### src/rtl/multi_mode_ff_bank.sv
// multi_mode_ff_bank: WIDTH independent flip-flop channels sharing one mode
// select (SR / JK / D / T), with per-channel illegal-SR flags and an optional
// saturating illegal-cycle counter.
// Optional feature macro: MULTI_MODE_FF_ERRCNT_EN (defined -> err_cnt counter
// implemented; undefined -> err_cnt tied to 0 and err_clr ignored).
module multi_mode_ff_bank #(
  parameter int unsigned           WIDTH     = 8,
  parameter logic [WIDTH-1:0]      RESET_VAL = {WIDTH{1'b0}},
  parameter int unsigned           CNT_W     = 8
) (
  input  logic             clk,
  input  logic             clear,
  input  logic             en,
  input  logic [1:0]       mode,
  input  logic [WIDTH-1:0] s,
  input  logic [WIDTH-1:0] r,
  input  logic             err_clr,
  output logic [WIDTH-1:0] q,
  output logic [WIDTH-1:0] qbar,
  output logic [WIDTH-1:0] invalid,
  output logic [CNT_W-1:0] err_cnt
);

  typedef enum logic [1:0] {
    MODE_SR = 2'b00,
    MODE_JK = 2'b01,
    MODE_D  = 2'b10,
    MODE_T  = 2'b11
  } mode_e;

  logic [WIDTH-1:0] q_q, q_d;
  logic [WIDTH-1:0] inv_q, inv_d;
  mode_e            mode_c;

  assign mode_c = mode_e'(mode);

  // Next channel state and illegal flags; all channels computed bitwise so no
  // channel can see another channel's inputs.
  always_comb begin
    q_d   = q_q;
    inv_d = '0;
    if (en) begin
      case (mode_c)
        MODE_SR: begin
          // set on 10, reset on 01, hold on 00 and on the illegal 11
          q_d   = (s & ~r) | (q_q & ~(s ^ r));
          inv_d = s & r;
        end
        MODE_JK: q_d = (s & ~q_q) | (~r & q_q);
        MODE_D:  q_d = s;
        MODE_T:  q_d = q_q ^ s;
        default: q_d = q_q;
      endcase
    end
  end

  // Channel state and invalid flags; clear discards everything immediately.
  always_ff @(posedge clk or negedge clear) begin
    if (!clear) begin
      q_q   <= RESET_VAL;
      inv_q <= '0;
    end else begin
      q_q   <= q_d;
      inv_q <= inv_d;
    end
  end

  assign q       = q_q;
  assign qbar    = ~q_q;
  assign invalid = inv_q;

`ifdef MULTI_MODE_FF_ERRCNT_EN
  localparam logic [CNT_W-1:0] CNT_MAX = {CNT_W{1'b1}};

  logic             illegal_c;
  logic [CNT_W-1:0] cnt_q, cnt_d;

  // One count per illegal cycle regardless of how many channels are illegal.
  assign illegal_c = en && (mode_c == MODE_SR) && (|(s & r));

  // Saturating counter; a clear coinciding with an illegal cycle lands on 1.
  always_comb begin
    cnt_d = cnt_q;
    if (err_clr) begin
      cnt_d = illegal_c ? CNT_W'(1) : '0;
    end else if (illegal_c && (cnt_q != CNT_MAX)) begin
      cnt_d = cnt_q + CNT_W'(1);
    end
  end

  // Counter register.
  always_ff @(posedge clk or negedge clear) begin
    if (!clear) begin
      cnt_q <= '0;
    end else begin
      cnt_q <= cnt_d;
    end
  end

  assign err_cnt = cnt_q;
`else
  logic errcnt_unused;

  // Counter absent: err_clr has no effect and err_cnt is constant zero.
  assign errcnt_unused = err_clr;
  assign err_cnt       = '0;
`endif

endmodule

### config.mk
export PLATFORM = sky130hd
export DESIGN_NAME = multi_mode_ff_bank
export DESIGN_NICKNAME = d
export VERILOG_FILES = /design/src/rtl/multi_mode_ff_bank.sv
export SDC_FILE = /design/constraint.sdc
export NUM_CORES = 1
export LEC_CHECK = 0
export CORE_ASPECT_RATIO = 1.25
export CORE_MARGIN = 2
export CORE_UTILIZATION = 30
export DETAILED_ROUTE_END_ITERATION = 7
export GPL_TIMING_DRIVEN = 1
export HOLD_SLACK_MARGIN = 0.12
export PLACE_DENSITY = 0.61
export RECOVER_POWER = 100
export SETUP_SLACK_MARGIN = 0.2
export SLEW_MARGIN = 20
export SYNTH_ARGS = -nofsm -noshare
export SYNTH_HDL_FRONTEND = slang
export SYNTH_SLANG_ARGS = --single-unit
### constraint.sdc
create_clock -name clk -period 1.1 [get_ports clk]
set_input_delay 0.22 -clock clk [delete_from_list [all_inputs] [get_ports clk]]
set_output_delay 0.22 -clock clk [all_outputs]
set_load 0.1 [all_outputs]
# After elaboration in Yosys (flattened, before gate mapping)
# Index checks and enable logic that the tools add are counted.
# word_totals
ff_bits	16
output_inout_bits	32
elab_cells	21
# op_classes
muxes	3
n_eq_ne	3
bitwise	12
reduce_logical	1
# op_table
op	count
$and 8x8->8	5
$pmux 8 s4	1
$not 8->8	3
$mux 8	2
$or 8x8->8	2
$xor 8x8->8	2
$eq 2x2->1 const B	2
$eq 2x1->1 const B	1
$logic_not 2->1	1

# Logic depth before layout (Yosys ltp)
# depth
word_depth	5
depth_mapped	6
ltp_nobuf	5

# Worst setup path before layout
# Ideal clock, no wire load.
# synth_path
kind	reg2reg
start	register q_q[0] (netlist: q[0])
end	register q_q[0] (netlist: q[0])
synth_period_minus_slack_ps	2002
slack_ps	-902
arrival_ps	1913
path_stages_with_launch	3
n_path_buf	0
path_cell_list	dfrtp_1 inv_1 o21ai_1
# synth_between
elab_chain_len	4
elab_cells_between_ends	8
cone_classes	mux: 1; bitwise: 7
# synth_lines
item	line	text
start: declaration	31	logic [WIDTH-1:0] q_q, q_d;
start signal: assignment	63	q_q <= q_d;
$not 8->8	-	
via qbar[0]	19	output logic [WIDTH-1:0] qbar,
$and 8x8->8	49	MODE_JK: q_d = (s & ~q_q) | (~r & q_q);
$or 8x8->8	49	
$pmux 8 s4	43	case (mode_c)
# The timed path passes the listed nets, and every way through them passes these cells.
# A chain may end at the register's enable or synchronous reset.

# Worst setup path after layout
# layout_path
start	register q_q[1] (netlist: q[1])
end	output qbar[1]
# layout_between
elab_chain_len	1
# layout_lines
item	line	text
$not 8->8	69	assign qbar = ~q_q;
end: declaration	19	
# No other way between the ends.

==> reports/metrics.yaml <==
dieArea_mm2: 0.004830
grt_start_max_net_pins: 17
cts_sinks: 16
die_w_um: 62.57
area_growth_pct: 98.54
maxUsedRoutingLayer: "met4"
slew_viol_final: 0
hp-class: "input port to async pin"
cts_max_level: 1
drcViolationCount: 0
synth_top_area_share_pct: 31.13
core_mm2: 0.004099
hold_ws_ps: 429.6
fin_tns_setup_ps: -3199
r2r_setup_slack_ps: -140
dp_cells: 275
clockRootBuffer: "clkbuf_8"
yosysTopAreaCell: "dfrtp_1"
fp.dieH_um: 77.21
overflow: 0
io-pin-count: 54
fin_total_pwr_w: 0.003979
cp-end-kind: "output port"
met1_length_mm: 1.619
crit_type: "flip-flop to output port"
rsz0062_at_grt: "yes"
rr_endpoint: "q[0]"
firstDrtPassIters: 4
vias: 1438
clk_latency_ps: 250
hpwlAfterDp_mm: 2.974
ys_seq_elements: 16
portBuffers: 44
synth_area_leaders: "dfrtp_1 (31%), ha_1 (16%), buf_4 (5.3%)"
wl_met2_mm: 2.241
fin_crit_sh_pct: 122.7
setup.worst_path.start_class: "flip-flop"
fmax_mhz: 740.8
via_per_inst: 4.842
detail-route-antenna-nets: 0
clk_pin_slew_ps: 70
grt_usage_pct: 18.08
final_hold_viol_count: 0
cts_hold_buf: 0
diodes: 0
p_leak_nw: 1.262
routed-wl-met3_um: 203
rows: 26
drt-wirelength-per-cell_um: 14.00
violations: "negative setup slack"
p_per_area_mw_per_mm2: 1558
clockBufferDepth: 2
drt_iter0_drc: 38
peakVddDrop_mv: 0.9250
finalClockSkew_ps: 0
num-nets-final: 280
grt_pass1_wl_mm: 7.079
crit_fanout: 3
numCtsBuffers: 3
grt_pass1_vias: 1492
synth_seq_area_share_pct: 31.13
cp.arrival_ps: 1130
finalCriticalPeriod_ps: 1350
antenna_found_initial: 0
cts_tree: "built"
synth_area_mm2: 0.001286
syn_area_per_cell_um2: 8.810
cp_data_required_time_ps: 880
yosysUniqueCellTypes: 23
reg2reg_depth: 5
synthCells: 146
fin_cells: 297
cap_viol_max_count: 0
fillers: 365
status: "finished, violations left"
drt-total-wl_mm: 4.159
timing.final.ws_setup_ps: -249.9
gp_congestion: 0.7729
finalSetupViolations: 24
initial_utilization_pct: 31.38
ys_warn_count: 0
drive_gt1_share_pct: 53.11
place_ws_ps: -637.5
r2r-start: "q[0]"
-- routing by layer --
metal	track usage (%)	vias to the layer above
li1	-	676
met1	20.51	703
met2	33.55	51
met3	2.199	8
met4	7.778	0
met5	0	-
-- area by class of cell --
cell class	instances	area (um^2)	share of cell area (%)
inverter	16	90.09	3.528
clock buffer	4	55.05	2.156
multi-input combinational	105	785.8	30.77
tap	56	70.07	2.744
sequential	16	440.4	17.25
timing repair buffer	100	1112	43.56
-- flip-flops by register name, indices dropped and copies added, names as in the netlist --
name,count
invalid,8
q,8
-- synthesized netlist by cell type --
library cell / n
conb_1: 1
nand4_1: 7
o21ai_1: 13
a211o_1: 7
nor2_1: 1
or2_1: 1
nand2_1: 15
o31ai_1: 4
inv_1: 16
a221o_1: 1
mux2i_1: 2
a21oi_1: 7
ha_1: 16
buf_6: 4
buf_4: 9
dfrtp_1: 16
and3_1: 8
or2b_1: 3
nor2_2: 1
buf_2: 3
nand2b_1: 5
o21ai_2: 3
nand4b_1: 3
-- through the flow --
stage | area (um^2) | utilization [%]
2_1_floorplan | 1383 | -
3_5_place_dp | 2316 | 56.50
3_3_place_gp | 2316 | 56.50
6_report | 2554 | 62.30
4_1_cts | 2570 | 62.70
5_1_grt | 2554 | 62.30
-- worst max-delay path, cell delays in order, from the launching register on --
cell and delay (ps):
dfrtp_4 490, buf_6 140, clkinvlp_4 80, buf_12 170
-- placed cells by master, fill, tap and decap left out, drive strengths merged --
cell,instances
clkbuf,7
dfrtp,16
nand4b,3
ha,16
a221o,1
and3,8
clkinvlp,8
mux2i,2
nor2,2
nand2,15
o21ai,16
nand4,7
a21oi,7
o31ai,4
bufbuf,1
dlygate4sd3,1
inv,8
or2b,3
or2,1
clkdlybuf4s15,2
nand2b,5
buf,77
a211o,7
conb,8
dlygate4sd2,16
-- report_power, final --
group / switching (W) / internal, W / total (W)
combinational: 0.00157 / 0.00106 / 0.00263
clock: 0.000218 / 0.000317 / 0.000536
sequential: 0.000113 / 0.000696 / 0.000809
total: 0.00190 / 0.00208 / 0.00398
-- cell families (layout without fill, tap and decap cells) --
logic type	count (synthesis)	count (layout)	share of synthesized area, %
other	1	8	0.2915
AO/OA/AOI/OAI	35	35	17.70
multiplexers	2	2	1.556
buffers and inverters	32	120	14.59
adder cells (fa/ha/maj)	16	16	15.56
flip-flops	16	16	31.13
AND/OR/NAND/NOR	44	44	19.16
-- what timing repair did --
item,4_1_cts,5_1_grt
hold endpoints to repair,0,0
pin swaps,11,6
endpoints found under the setup margin,40,40
gates resized for setup,47,5
cloned,1,0
buffers inserted,13,4
-- worst max-delay path by stage --
stage / depth (start not counted) / slack (ps) / to / startpoint
global route: 3 / -280 / qbar[0] / q[0]
global placement: 5 / -560 / q[2] / mode[1]
finish: 3 / -250 / qbar[1] / q[1]
CTS: 3 / -260 / qbar[7] / q[7]
detailed placement: 5 / -640 / q[5] / mode[0]
floorplan: 2 / -380 / q[2] / q[2]
(Power assumes the default switching activity.)
